[config.mk]
export PLATFORM = sky130hd
export DESIGN_NAME = timer_set_editor
export DESIGN_NICKNAME = d
export VERILOG_FILES = /design/src/rtl/clock_pkg.sv /design/src/rtl/bcd_field.sv /design/src/rtl/timer_set_editor.sv
export SDC_FILE = /design/constraint.sdc
export NUM_CORES = 1
export LEC_CHECK = 0
export ABC_AREA = 1
export BUFFER_PORTS_ARGS = -buffer_cell sky130_fd_sc_hd__buf_4
export CAP_MARGIN = 20
export CORE_MARGIN = 8
export CORE_UTILIZATION = 43
export DETAILED_ROUTE_END_ITERATION = 8
export GPL_ROUTABILITY_DRIVEN = 0
export SLEW_MARGIN = 20
export SYNTH_ARGS = -nofsm -noshare
export SYNTH_HDL_FRONTEND = slang
export SYNTH_HIERARCHICAL = 1
export SYNTH_SLANG_ARGS = --single-unit
[constraint.sdc]
create_clock -name clk -period 3.2 [get_ports clk]
set_input_delay 0.16 -clock clk [delete_from_list [all_inputs] [get_ports clk]]
set_output_delay 0.16 -clock clk [all_outputs]
set_load 0.01 [all_outputs]
[src/rtl/clock_pkg.sv]
// Shared definitions for the timer preset editor.
//   edit_state_e     : editor FSM encoding
//   HOUR_MAX_DEFAULT : default highest hour (17:59:59 fits a 16-bit seconds count)
//   BCD_59           : wrap limit for minute and second fields
//   to_bcd8()        : elaboration-time conversion of a small integer constant to BCD
package clock_pkg;

  typedef enum logic [1:0] {
    ST_IDLE      = 2'd0,
    ST_EDIT_HOUR = 2'd1,
    ST_EDIT_MIN  = 2'd2,
    ST_EDIT_SEC  = 2'd3
  } edit_state_e;

  localparam int          HOUR_MAX_DEFAULT = 17;
  localparam logic [7:0]  BCD_59           = 8'h59;

  // Only used on parameters; field arithmetic itself stays in BCD.
  function automatic logic [7:0] to_bcd8(input int v);
    return {4'(v / 10), 4'(v % 10)};
  endfunction

endpackage

[src/rtl/bcd_field.sv]
// One two-digit BCD register with wrap-around increment/decrement and a
// load path used to restore the pre-edit value.
//   clk, rst_n : clock, asynchronous active-low reset (value -> 00)
//   inc, dec   : one-cycle step requests (caller never asserts both)
//   load       : load load_val (highest priority)
//   load_val   : value to restore, assumed legal BCD
//   value      : current BCD value, always within 00..MAX_BCD
module bcd_field
  import clock_pkg::*;
#(
  parameter logic [7:0] MAX_BCD = BCD_59
) (
  input  logic       clk,
  input  logic       rst_n,
  input  logic       inc,
  input  logic       dec,
  input  logic       load,
  input  logic [7:0] load_val,
  output logic [7:0] value
);

  logic [7:0] inc_val;
  logic [7:0] dec_val;

  // Digit-wise carry/borrow keeps every intermediate a legal BCD code.
  always_comb begin
    inc_val = 8'h00;
    if (value == MAX_BCD)
      inc_val = 8'h00;
    else if (value[3:0] == 4'h9)
      inc_val = {value[7:4] + 4'h1, 4'h0};
    else
      inc_val = {value[7:4], value[3:0] + 4'h1};
  end

  always_comb begin
    dec_val = 8'h00;
    if (value == 8'h00)
      dec_val = MAX_BCD;
    else if (value[3:0] == 4'h0)
      dec_val = {value[7:4] - 4'h1, 4'h9};
    else
      dec_val = {value[7:4], value[3:0] - 4'h1};
  end

  always_ff @(posedge clk or negedge rst_n) begin
    if (!rst_n)
      value <= 8'h00;
    else if (load)
      value <= load_val;
    else if (inc)
      value <= inc_val;
    else if (dec)
      value <= dec_val;
  end

endmodule

[src/rtl/timer_set_editor.sv]
// Button-driven editor for the countdown timer preset (HH:MM:SS in BCD).
//   clk, rst_n          : clock, asynchronous active-low reset
//   tick_1hz, tick_2hz  : one-cycle strobes (timeout base, blink base)
//   btn_mode/up/down/confirm : one-cycle debounced button pulses
//   hour_bcd, minute_bcd, second_bcd : preset value
//   set_timer           : one-cycle commit strobe
//   editing             : high outside IDLE
//   blank_mask          : {hour, minute, second} display blanking
// Same-cycle button priority: confirm > mode > up/down; up+down is a no-op.
module timer_set_editor
  import clock_pkg::*;
#(
  parameter int HOUR_MAX  = HOUR_MAX_DEFAULT,
  parameter int TIMEOUT_S = 15
) (
  input  logic       clk,
  input  logic       rst_n,
  input  logic       tick_1hz,
  input  logic       tick_2hz,
  input  logic       btn_mode,
  input  logic       btn_up,
  input  logic       btn_down,
  input  logic       btn_confirm,
  output logic [7:0] hour_bcd,
  output logic [7:0] minute_bcd,
  output logic [7:0] second_bcd,
  output logic       set_timer,
  output logic       editing,
  output logic [2:0] blank_mask
);

  localparam int CW = $clog2(TIMEOUT_S + 1);
  localparam logic [CW-1:0] CNT_LAST = CW'(TIMEOUT_S - 1);

  edit_state_e   state_q, state_d;
  logic [CW-1:0] cnt_q, cnt_d;
  logic          phase_q, phase_d;
  logic          set_d;
  logic          snap;
  logic          restore;
  logic [2:0]    inc_f, dec_f;     // {hour, minute, second}
  logic [23:0]   backup_q;
  logic [2:0]    sel_d;

  // Bit position of the field owned by each edit state.
  function automatic logic [2:0] field_sel(input edit_state_e s);
    case (s)
      ST_EDIT_HOUR: return 3'b100;
      ST_EDIT_MIN:  return 3'b010;
      ST_EDIT_SEC:  return 3'b001;
      default:      return 3'b000;
    endcase
  endfunction

  always_ff @(posedge clk or negedge rst_n) begin
    if (!rst_n) begin
      state_q    <= ST_IDLE;
      cnt_q      <= '0;
      phase_q    <= 1'b0;
      set_timer  <= 1'b0;
      editing    <= 1'b0;
      blank_mask <= 3'b000;
      backup_q   <= 24'h000000;
    end else begin
      state_q    <= state_d;
      cnt_q      <= cnt_d;
      phase_q    <= phase_d;
      set_timer  <= set_d;
      editing    <= (state_d != ST_IDLE);
      blank_mask <= phase_d ? sel_d : 3'b000;
      if (snap)
        backup_q <= {hour_bcd, minute_bcd, second_bcd};
    end
  end

  always_comb begin
    state_d = state_q;
    cnt_d   = cnt_q;
    phase_d = phase_q;
    set_d   = 1'b0;
    snap    = 1'b0;
    restore = 1'b0;
    inc_f   = 3'b000;
    dec_f   = 3'b000;

    if (state_q == ST_IDLE) begin
      cnt_d   = '0;
      phase_d = 1'b0;
      if (btn_confirm) begin
        set_d = 1'b1;
      end else if (btn_mode) begin
        state_d = ST_EDIT_HOUR;
        snap    = 1'b1;
        phase_d = 1'b1;
      end
    end else begin
      if (btn_confirm) begin
        state_d = ST_IDLE;
        set_d   = 1'b1;
        cnt_d   = '0;
        phase_d = 1'b0;
      end else if (btn_mode) begin
        case (state_q)
          ST_EDIT_HOUR: state_d = ST_EDIT_MIN;
          ST_EDIT_MIN:  state_d = ST_EDIT_SEC;
          default:      state_d = ST_EDIT_HOUR;
        endcase
        cnt_d   = '0;
        phase_d = 1'b1;
      end else if (btn_up ^ btn_down) begin
        inc_f   = btn_up   ? field_sel(state_q) : 3'b000;
        dec_f   = btn_down ? field_sel(state_q) : 3'b000;
        cnt_d   = '0;
        phase_d = 1'b1;
      end else if (btn_up && btn_down) begin
        // Both pressed: nothing changes, but it still counts as activity.
        cnt_d = '0;
        if (tick_2hz)
          phase_d = ~phase_q;
      end else if (tick_1hz && (cnt_q == CNT_LAST)) begin
        state_d = ST_IDLE;
        restore = 1'b1;
        cnt_d   = '0;
        phase_d = 1'b0;
      end else begin
        if (tick_1hz)
          cnt_d = cnt_q + CW'(1);
        if (tick_2hz)
          phase_d = ~phase_q;
      end
    end

    sel_d = field_sel(state_d);
  end

  bcd_field #(.MAX_BCD(to_bcd8(HOUR_MAX))) u_hour (
    .clk      (clk),
    .rst_n    (rst_n),
    .inc      (inc_f[2]),
    .dec      (dec_f[2]),
    .load     (restore),
    .load_val (backup_q[23:16]),
    .value    (hour_bcd)
  );

  bcd_field #(.MAX_BCD(BCD_59)) u_minute (
    .clk      (clk),
    .rst_n    (rst_n),
    .inc      (inc_f[1]),
    .dec      (dec_f[1]),
    .load     (restore),
    .load_val (backup_q[15:8]),
    .value    (minute_bcd)
  );

  bcd_field #(.MAX_BCD(BCD_59)) u_second (
    .clk      (clk),
    .rst_n    (rst_n),
    .inc      (inc_f[0]),
    .dec      (dec_f[0]),
    .load     (restore),
    .load_val (backup_q[7:0]),
    .value    (second_bcd)
  );

endmodule

==> results of run 1 <==
[worst max-delay path, delay by kind of cell (launching register included)]
kind | cells | cell delay (ns)
buffers and inverters | 4 | 0.34
DFF | 1 | 0.41
and+or+nand+nor | 9 | 1.21
adders and majority gates | 1 | 0.27
[per-stage QoR]
| stage | cells | util (%) |
|---|---|---|
| after floorplan | 586 | - |
| after global placement | 751 | 47.5 |
| after detailed placement | 751 | 47.5 |
| after CTS | 768 | 49.3 |
| after global routing | 768 | 49.3 |
| final | 768 | 49.3 |
[cells by family after synthesis]
| family | count (synthesis) | share of synthesized area [%] |
|---|---|---|
| multiplexers | 24 | 7.67 |
| XOR/XNOR | 6 | 1.17 |
| flip-flops | 60 | 33.4 |
| buffers and inverters | 95 | 9.59 |
| AND/OR/NAND/NOR | 335 | 35.1 |
| AO/OA/AOI/OAI | 35 | 4.50 |
| adder cells (fa/ha/maj) | 31 | 8.62 |
[power by group through the flow]
stage	sequential (uW)	combinational [uW]	clock, uW
global route	1180	1310	654
floorplan	1110	870	0
detailed placement	1160	1150	0
finish	1150	1140	591
CTS	1150	1160	620
global placement	1160	1130	0
[metal layers]
metal | global-route usage (%) | vias up
met4 | 4.56 | 0
met2 | 23.6 | 59
met5 | 0 | -
met3 | 4.28 | 9
met1 | 18.0 | 1749
li1 | - | 1929
[synthesized netlist by cell type, types with 3 or more instances]
cell type	n	share of area, %
a21oi_1	13	1.4
o21ai_0	13	1.4
nand2_4	5	1.3
nand2_1	163	14
inv_2	14	1.2
mux2_4	20	6.7
xor2_1	4	0.78
nand3_1	49	5.4
mux2_2	4	1.0
nor3_1	7	0.78
nor2_4	5	1.3
ha_1	31	8.6
inv_1	69	5.8
dfrtp_1	60	33
nand3_2	7	1.6
nor2_2	12	1.7
buf_2	3	0.33
nor2_1	58	4.8
nand4_1	11	1.5
o21ai_1	4	0.44
buf_6	5	1.3
nand2_2	12	1.7
[state kept, by name, summed over array words and instances, names as in the netlist]
register,cells
u_second/value,8
u_minute/value,8
state_q,2
phase_q,1
set_timer,1
cnt_q,4
editing,1
u_hour/value,8
backup_q,24
blank_mask,3
[final timing paths]
kind,cells after the start,start,end
setup / recovery,14,state_q[0],u_minute/value[7]
hold / removal,4,btn_mode,state_q[0]
setup reg to reg,14,state_q[0],u_minute/value[7]
hold reg to reg,1,backup_q[8],backup_q[8]
max in group asynchronous,2,rst_n,blank_mask[1]
min in group asynchronous,2,rst_n,backup_q[6]
[cell type report]
type / instances / area, um2 / share of cell area [%]
Clock buffer: 13 / 159 / 3.15
Clock inverter: 2 / 10.0 / 0.198
Inverter: 85 / 320 / 6.35
Multi-Input combinational cell: 431 / 2570 / 51.0
Sequential cell: 60 / 1500 / 29.8
Tap cell: 136 / 170 / 3.37
Timing Repair Buffer: 41 / 313 / 6.20
==> run_results.csv, run 1 <==
group,metric,value,unit
sta,maxSlewViolCount,0,
route,wl_met1,4600,um
finish,finalInstanceArea,0.00504,mm2
sta,setup_viol,0,
setup_path,crit_type,"register to register",
setup_path,crit_fanout,8,
logic_synthesis,synth_flop_cell,"dfrtp_1",
finish,area_growth,12.1,%
sta,worstMarginPinSlew,0.748,ns
clock_network,clk_latency,0.33,ns
global_routing,grt_start_max_net_pins,61,
sta,finClkSkew,0.00699,ns
floorplan,die_x,118,um
route,ant_nets,0,
placement,dp_hpwl,7020,um
global_routing,antenna_found_initial,0,
floorplan,std_cell_rows,37,
power_and_ir_drop,internal-power,1750,uW
placement,post-place-ws,0.860,ns
setup_path,cpPeakStageDelay,0.41,ns
clock_network,cts-buffers-inserted,9,
power_and_ir_drop,p_switching,1130,uW
clock_network,cts-root-buf,"clkbuf_8",
power_and_ir_drop,seq_power_share,39.8,%
floorplan,chipHeight,118,um
finish,final_nets,667,
placement,portBuffers,36,
sta,rsz0062_at_grt,"no",
logic_synthesis,synth_enable_flop_cells,0,
route,dr.pass1.iters,4,
finish,n_fill_cell,1005,
logic_synthesis,synth_cell_types,33,
clock_network,clk_path_buf_depth,2,
power_and_ir_drop,ir_drop,0.000370,V
clock_network,holdBufCountCts,2,
setup_path,worstPathArrival,2.57,ns
logic_synthesis,async_flop_share,100,%
route,highest_layer,"met4",
power_and_ir_drop,power.total,2880,uW
clock_network,clock_sinks,60,
sta,hold_viol,0,
setup_path,r2r_setup_slack,0.86,ns
floorplan,ioPinCount,37,
setup_path,cp.required,3.42,ns
sta,timing.hold.ws,0.169,ns
logic_synthesis,synth_nets,625,
sta,min_period,2.34,ns
logic_synthesis,syn_area_per_cell,7.68,um2
floorplan,core-area,0.0102,mm2
logic_synthesis,syn_area,0.00450,mm2
clock_network,htreeDepth,3,
floorplan,dieArea,0.0140,mm2
route,drt_iter0_drc,176,
power_and_ir_drop,p_sw_share,39.2,%
clock_network,cts_setup_buffers,0,
clock_network,cts_tree,"done",
finish,layout_common_cells,"nand2_1 (163), inv_1 (69), dfrtp_1 (60)",
sta,fmax,0.426,GHz
route,avgRoutedWirePerCell,12.6,um
placement,placed_area,0.00485,mm2
finish,drive_above_1_share,21.8,%
global_routing,grt_overflow_total,0,
route,routed_wl,9650,um
setup_path,slowest_stage,"dfrtp_1",
floorplan,initial_core_util,44.0,%
job,maxCapViolCount,0,
power_and_ir_drop,p_leak,0.00271,uW
clock_network,clk_pin_slew,0.06,ns
global_routing,grt_pass1_vias,3783,
clock_network,cts_resized,0,
power_and_ir_drop,power.density,571,mW/mm2
sta,min_period_over_period,73.3,%
logic_synthesis,yosysSeqAreaShare,33.4,%
finish,diodes,0,
setup_path,cp-end-kind,"register",
route,wl_met2,4540,um
setup_path,critical_path.cell_chain,"inv_1 > ha_1 > nor2_1 > nand2_2 > nor3_1 > inv_2 > nor2_4 > nand2_2 > nand2_4 > nor2_8 > inv_2 > nand2_1 > inv_1 > nor2_1",
route,drc,0,
power_and_ir_drop,p_clk_share,20.5,%
route,vias,3746,
route,wl_met3,419,um
finish,final_common_cell,"nand2_1",
logic_synthesis,ys_warn_count,6,
setup_path,cp-start-kind,"register",
logic_synthesis,ys_ff_latch,60,
sta,maxSlewHeadroom,50.1,%
power_and_ir_drop,combPwrFrac,39.7,%
route,vias_per_cell,4.88,
logic_synthesis,synthCells,586,
global_routing,grtUsageTotal,14.5,%
run_status,status,"completed",
hold_path,hp-class,"input port to register",
sta,tns,0,ns
global_routing,grt_pass1_wl,17300,um
sta,worst_slack,0.855,ns
Power figures use the tool's default switching activity.
==> inputs of run 2 (changes only) <==
==> constraint.sdc (replaced) <==
create_clock -name clk -period 2.4 [get_ports clk]
set_input_delay 0.12 -clock clk [delete_from_list [all_inputs] [get_ports clk]]
set_output_delay 0.12 -clock clk [all_outputs]
set_load 0.01 [all_outputs]
==> run 2 against run 1 <==
Sequential power up 33%. Clock power up 42%. Critical path depth grew 1. Count of clock-buffer cells in the layout down 2. Routed wire length grew 1.3%. Non-clock buffer count increased by 3. Critical path type unchanged. Final cell count increased by 0.39%. Clock skew hardly changed. Flip-flop and latch count is the same. Combinational power up 36%. First-iteration DRC count is 15% lower. Total power up 36%.
==> run_results.csv, run 2 (synthesized netlist as in run 1, its figures left out) <==
group,metric,value,unit
setup_path,cp-end-kind,"register",
sta,finClkSkew,0.00665,ns
placement,dp_cells,752,
hold_path,whs_path_depth,4,
setup_path,slowest_stage,"dfrtp_1",
finish,post-route-util,50.0,%
finish,largest_register,"backup_q",
clock_network,cts_tree,"done",
power_and_ir_drop,ir_drop,0.000465,V
finish,layout_common_cells,"nand2_1 (163), inv_1 (69), dfrtp_1 (60)",
setup_path,critical_path.cell_chain,"inv_1 > ha_1 > nor2_2 > nand2_2 > nor3_1 > buf_4 > inv_2 > nor2_4 > nand2_2 > nand2_4 > nor2_8 > inv_2 > nand2_1 > inv_1 > nor2_1",
clock_network,htreeDepth,3,
run_status,status,"completed",
placement,portBuffers,36,
global_routing,grt_overflow_total,0,
sta,worst_slack,0.175,ns
floorplan,ioPinCount,37,
power_and_ir_drop,p_leak,0.00273,uW
floorplan,std_cell_rows,37,
clock_network,cts-root-buf,"clkbuf_8",
setup_path,cp-start-kind,"register",
placement,dp_hpwl,6880,um
hold_path,min_from,"btn_mode",
floorplan,initial_core_util,44.0,%
setup_path,cp.required,2.63,ns
hold_path,hold_end,"state_q[0]",
clock_network,clock_sinks,60,
setup_path,cp_num_buf_inv,5,
route,avgRoutedWirePerCell,12.7,um
hold_path,hp-class,"input port to register",
global_routing,grt_start_max_net_pins,61,
setup_path,worstPathArrival,2.46,ns
sta,maxSlewHeadroom,47.2,%
setup_path,crit_type,"register to register",
sta,setup_viol,0,
setup_path,r2r-start,"state_q[0]",
route,dr.pass1.iters,5,
sta,maxSlewViolCount,0,
sta,min_period,2.23,ns
floorplan,dieArea,0.0140,mm2
floorplan,core-area,0.0102,mm2
clock_network,clk_pin_slew,0.07,ns
job,maxCapViolCount,0,
placement,post-place-ws,0.117,ns
finish,fin_cells,771,
route,vias,3768,
clock_network,cts-buffers-inserted,9,
global_routing,grt_pass1_wl,17000,um
sta,hold_viol,0,
route,ant_nets,0,
route,routed_wl,9770,um
power_and_ir_drop,power.density,767,mW/mm2
setup_path,cpPeakStageDelay,0.42,ns
sta,fmax,0.449,GHz
finish,diodes,0,
route,drc,0,
global_routing,grt_pass1_vias,3705,
setup_path,crit_fanout,8,
finish,drive_above_1_share,22.8,%
finish,final_nets,670,
floorplan,chipHeight,118,um
finish,final_common_cell,"nand2_1",
route,drt_iter0_drc,149,
clock_network,clk_latency,0.34,ns
sta,timing.hold.ws,0.129,ns
sta,min_period_over_period,92.7,%
setup_path,rr_worst_depth,15,
setup_path,reg2reg_to,"u_second/value[4]",
global_routing,grtUsageTotal,14.3,%
floorplan,die_x,118,um
sta,worstMarginPinSlew,0.792,ns
route,vias_per_cell,4.89,
finish,largest_reg_flops,24,
clock_network,clk_path_buf_depth,2,
finish,area_growth,13.7,%
setup_path,r2r_setup_slack,0.17,ns
global_routing,antenna_found_initial,0,
setup_path,cp_top_family,"simple AND/OR/NAND/NOR gates",
-- run 2: worst min-delay path, stage by stage --
cell     delay [ns]
buf_4          0.10
a21oi_1        0.07
nand2_1        0.06
nand2_1        0.06
-- run 2: metal layers --
layer  share of wire [%]  wire length, um  global-route usage [%]  vias to the layer above
met5                   0                0                       0                        -
met4                 1.2              119                    5.20                        0
met3                 3.8              368                    2.86                       10
met2                  46             4510                    23.2                       66
met1                  49             4780                    18.3                     1762
li1                    -                -                       -                     1930
-- run 2: where the power goes --
part / total [uW] / switching [uW] / internal, uW / leakage, uW
Sequential: 1530 / 302 / 1230 / 0.000704
Clock: 842 / 420 / 422 / 0.0000872
Combinational: 1550 / 859 / 693 / 0.00194
-- run 2: how the worst max path moves through the flow --
stage / from / depth (start not counted) / to
global route: state_q[0] / 15 / u_second/value[5]
floorplan: state_q[0] / 13 / u_minute/value[5]
global placement: state_q[0] / 15 / u_second/value[4]
finish: state_q[0] / 15 / u_second/value[4]
CTS: state_q[0] / 14 / u_second/value[4]
detailed placement: state_q[0] / 14 / u_second/value[4]
-- run 2: repair_timing --
action | 4_1_cts | 5_1_grt
gates resized for setup | 0 | 3
endpoints found under the setup margin | 0 | 19
setup buffers | 0 | 1
hold endpoints to repair | 61 | 0
hold buffers | 2 | 0
-- run 2: layout make-up --
| class | instances | area (um2) |
|---|---|---|
| fill | 980 | 5110 |
| clock inverter | 4 | 25.0 |
| inverter | 85 | 320 |
| sequential | 60 | 1500 |
| multi-input combinational | 431 | 2580 |
| tap | 136 | 170 |
| clock buffer | 11 | 151 |
| timing repair buffer | 44 | 365 |
-- run 2: through the flow --
stage,power (uW),cell area (um2),TNS (ns)
5_1_grt,4250,5120,-0.0274
6_report,3930,5120,0
4_1_cts,3940,5070,0
3_3_place_gp,3050,4870,0
3_5_place_dp,3070,4870,0
2_1_floorplan,2640,4500,0
==> inputs of run 3 (changes only) <==
--- a/config.mk
+++ b/config.mk
@@ -9,9 +9,10 @@
 export BUFFER_PORTS_ARGS = -buffer_cell sky130_fd_sc_hd__buf_4
 export CAP_MARGIN = 20
 export CORE_MARGIN = 8
-export CORE_UTILIZATION = 43
+export CORE_UTILIZATION = 57
 export DETAILED_ROUTE_END_ITERATION = 8
 export GPL_ROUTABILITY_DRIVEN = 0
+export PLACE_DENSITY = 0.77
 export SLEW_MARGIN = 20
 export SYNTH_ARGS = -nofsm -noshare
 export SYNTH_HDL_FRONTEND = slang
==> run 3 against run 2 <==
Critical path depth fell by 1. Count of clock-buffer cells in the layout rose by 1. Worst hold slack got worse by 0.011 ns. First-iteration DRC count rose by 23%. Final cell count fell by 4.2%. Core utilization rose by 16 points. Non-clock buffer count rose by 1. Worst setup slack improved by 0.038 ns. Die area fell by 21%. Clock power rose by 20%. Maximum frequency rose by 1.7%. Critical path type unchanged. Highest routed layer unchanged.
==> run_results.csv, run 3 (synthesized netlist as in run 1, its figures left out) <==
group,metric,value,unit
route,dr.pass1.iters,4,
setup_path,crit_fanout,8,
job,maxCapViolCount,0,
finish,final_common_cell,"nand2_1",
finish,layout_common_cells,"nand2_1 (163), inv_1 (69), dfrtp_1 (60)",
floorplan,chipHeight,105,um
setup_path,crit_type,"register to register",
finish,post-route-util,66.4,%
clock_network,cts-buffers-inserted,9,
global_routing,grt_start_max_net_pins,61,
sta,hold_viol,0,
global_routing,grt_overflow_total,0,
floorplan,std_cell_rows,32,
route,routed_wl,9710,um
floorplan,dieArea,0.0110,mm2
setup_path,cp-end-kind,"register",
clock_network,clk_pin_slew,0.07,ns
power_and_ir_drop,p_sw_share,38.1,%
hold_path,whs_path_depth,4,
floorplan,core-area,0.00769,mm2
clock_network,clk_path_buf_depth,2,
sta,rsz0062_at_grt,"no",
setup_path,r2r_setup_slack,0.21,ns
power_and_ir_drop,power.total,4090,uW
placement,dp_cells,720,
finish,n_fill_cell,677,
power_and_ir_drop,combPwrFrac,38.1,%
sta,min_period,2.19,ns
route,ant_nets,0,
setup_path,worstPathArrival,2.45,ns
sta,min_period_over_period,91.1,%
finish,drive_above_1_share,22.6,%
power_and_ir_drop,p_leak,0.00275,uW
finish,final_nets,671,
placement,dp_hpwl,7110,um
power_and_ir_drop,ir_drop,0.000581,V
route,drc,0,
finish,largest_register,"backup_q",
sta,fmax,0.457,GHz
hold_path,hp-class,"input port to register",
power_and_ir_drop,p_switching,1560,uW
route,vias_per_cell,5.25,
finish,finalInstanceArea,0.00510,mm2
placement,portBuffers,36,
sta,finClkSkew,0.00906,ns
setup_path,cp.required,2.66,ns
finish,fin_cells,739,
route,vias,3877,
power_and_ir_drop,p_clk_share,24.7,%
power_and_ir_drop,seq_power_share,37.2,%
global_routing,grtUsageTotal,18.1,%
setup_path,reg2reg_to,"u_second/value[7]",
clock_network,htreeDepth,3,
clock_network,cts-root-buf,"clkbuf_8",
setup_path,cp-start-kind,"register",
sta,worstMarginPinSlew,0.763,ns
setup_path,r2r-start,"state_q[1]",
sta,tns,0,ns
run_status,status,"completed",
sta,maxSlewHeadroom,49.1,%
floorplan,ioPinCount,37,
global_routing,grt_pass1_wl,16900,um
route,avgRoutedWirePerCell,13.1,um
sta,setup_viol,0,
power_and_ir_drop,internal-power,2530,uW
global_routing,grt_pass1_vias,3840,
floorplan,die_x,105,um
clock_network,clk_latency,0.34,ns
placement,placed_area,0.00485,mm2
finish,diodes,0,
sta,maxSlewViolCount,0,
hold_path,min_from,"btn_mode",
hold_path,hold_end,"state_q[0]",
global_routing,antenna_found_initial,0,
power_and_ir_drop,power.density,803,mW/mm2
clock_network,cts_tree,"done",
finish,area_growth,13.4,%
floorplan,initial_core_util,58.5,%
setup_path,rr_worst_depth,14,
route,drt_iter0_drc,183,
clock_network,clock_sinks,60,
finish,largest_reg_flops,24,
[run 3: changes by cell type in the layout (fill, tap and decap cells not counted)]
cell | previous run | this run
clkinv_2 | 3 | 2
clkbuf_8 | 11 | 10
clkinvlp_4 | 2 | 1
nor2_2 | 13 | 12
nor2_1 | 56 | 57
clkbuf_16 | 1 | 0
clkbuf_1 | 0 | 2
bufinv_16 | 0 | 2
buf_4 | 40 | 42
[run 3: power groups by stage]
stage | registers (uW) | clock network [uW] | logic [uW]
final | 1520 | 1010 | 1560
after global routing | 1570 | 1070 | 1760
after CTS | 1530 | 1030 | 1550
after detailed placement | 1540 | 0 | 1530
after global placement | 1530 | 0 | 1500
after floorplan | 1480 | 0 | 1160
[run 3: layout make-up]
cell class	instances	area, um2	area share (%)
repair buffers	45	355	6.96
flip-flops and latches	60	1500	29.4
well taps	102	128	2.50
clock inverters	4	72.6	1.42
clock buffers	12	145	2.84
inverters	85	320	6.28
multi-input cells	431	2580	50.6
[run 3: worst max path at each step]
| stage | from | to | slack [ns] | cells after the start |
|---|---|---|---|---|
| 2_1_floorplan | state_q[0] | u_minute/value[5] | 0.13 | 13 |
| 3_3_place_gp | state_q[0] | u_second/value[7] | 0.29 | 13 |
| 3_5_place_dp | state_q[0] | u_second/value[7] | 0.19 | 14 |
| 4_1_cts | state_q[0] | u_second/value[1] | 0.15 | 13 |
| 5_1_grt | state_q[1] | u_second/value[7] | 0.02 | 14 |
| 6_report | state_q[1] | u_second/value[7] | 0.21 | 14 |
[run 3: timing repair]
item / in CTS / in global routing
hold buffers: 2 / 0
buffers inserted: 0 / 1
endpoints found under the setup margin: 0 / 6
endpoints found under the hold margin: 61 / 0
resized for setup: 0 / 2
[run 3: per-stage QoR]
| step | hold slack [ns] | worst slack (ns) |
|---|---|---|
| 6_report | 0.118 | 0.213 |
| 2_1_floorplan | -0.176 | 0.129 |
| 3_5_place_dp | 0.246 | 0.187 |
| 4_1_cts | 0.0995 | 0.146 |
| 3_3_place_gp | 0.232 | 0.289 |
| 5_1_grt | 0.140 | 0.0217 |
[run 3: critical path, stage by stage, from the launching register on]
cell,delay [ns]
dfrtp_1,0.40
inv_1,0.11
ha_1,0.26
nor2_1,0.18
nand2_2,0.15
nor3_1,0.16
buf_4,0.16
inv_2,0.05
nor2_4,0.12
nand2_1,0.08
nor2_2,0.15
nand2_1,0.07
nand2_1,0.06
nor2_1,0.03
nor2_1,0.11
[run 3: metal layers]
metal	track usage (%)	part of all wire (%)	wire, um	up-vias
li1	-	-	-	1939
met1	21.3	46	4460	1842
met2	30.2	47	4610	81
met3	4.98	4.8	467	15
met4	8.26	1.7	167	0
met5	0	0	0	-
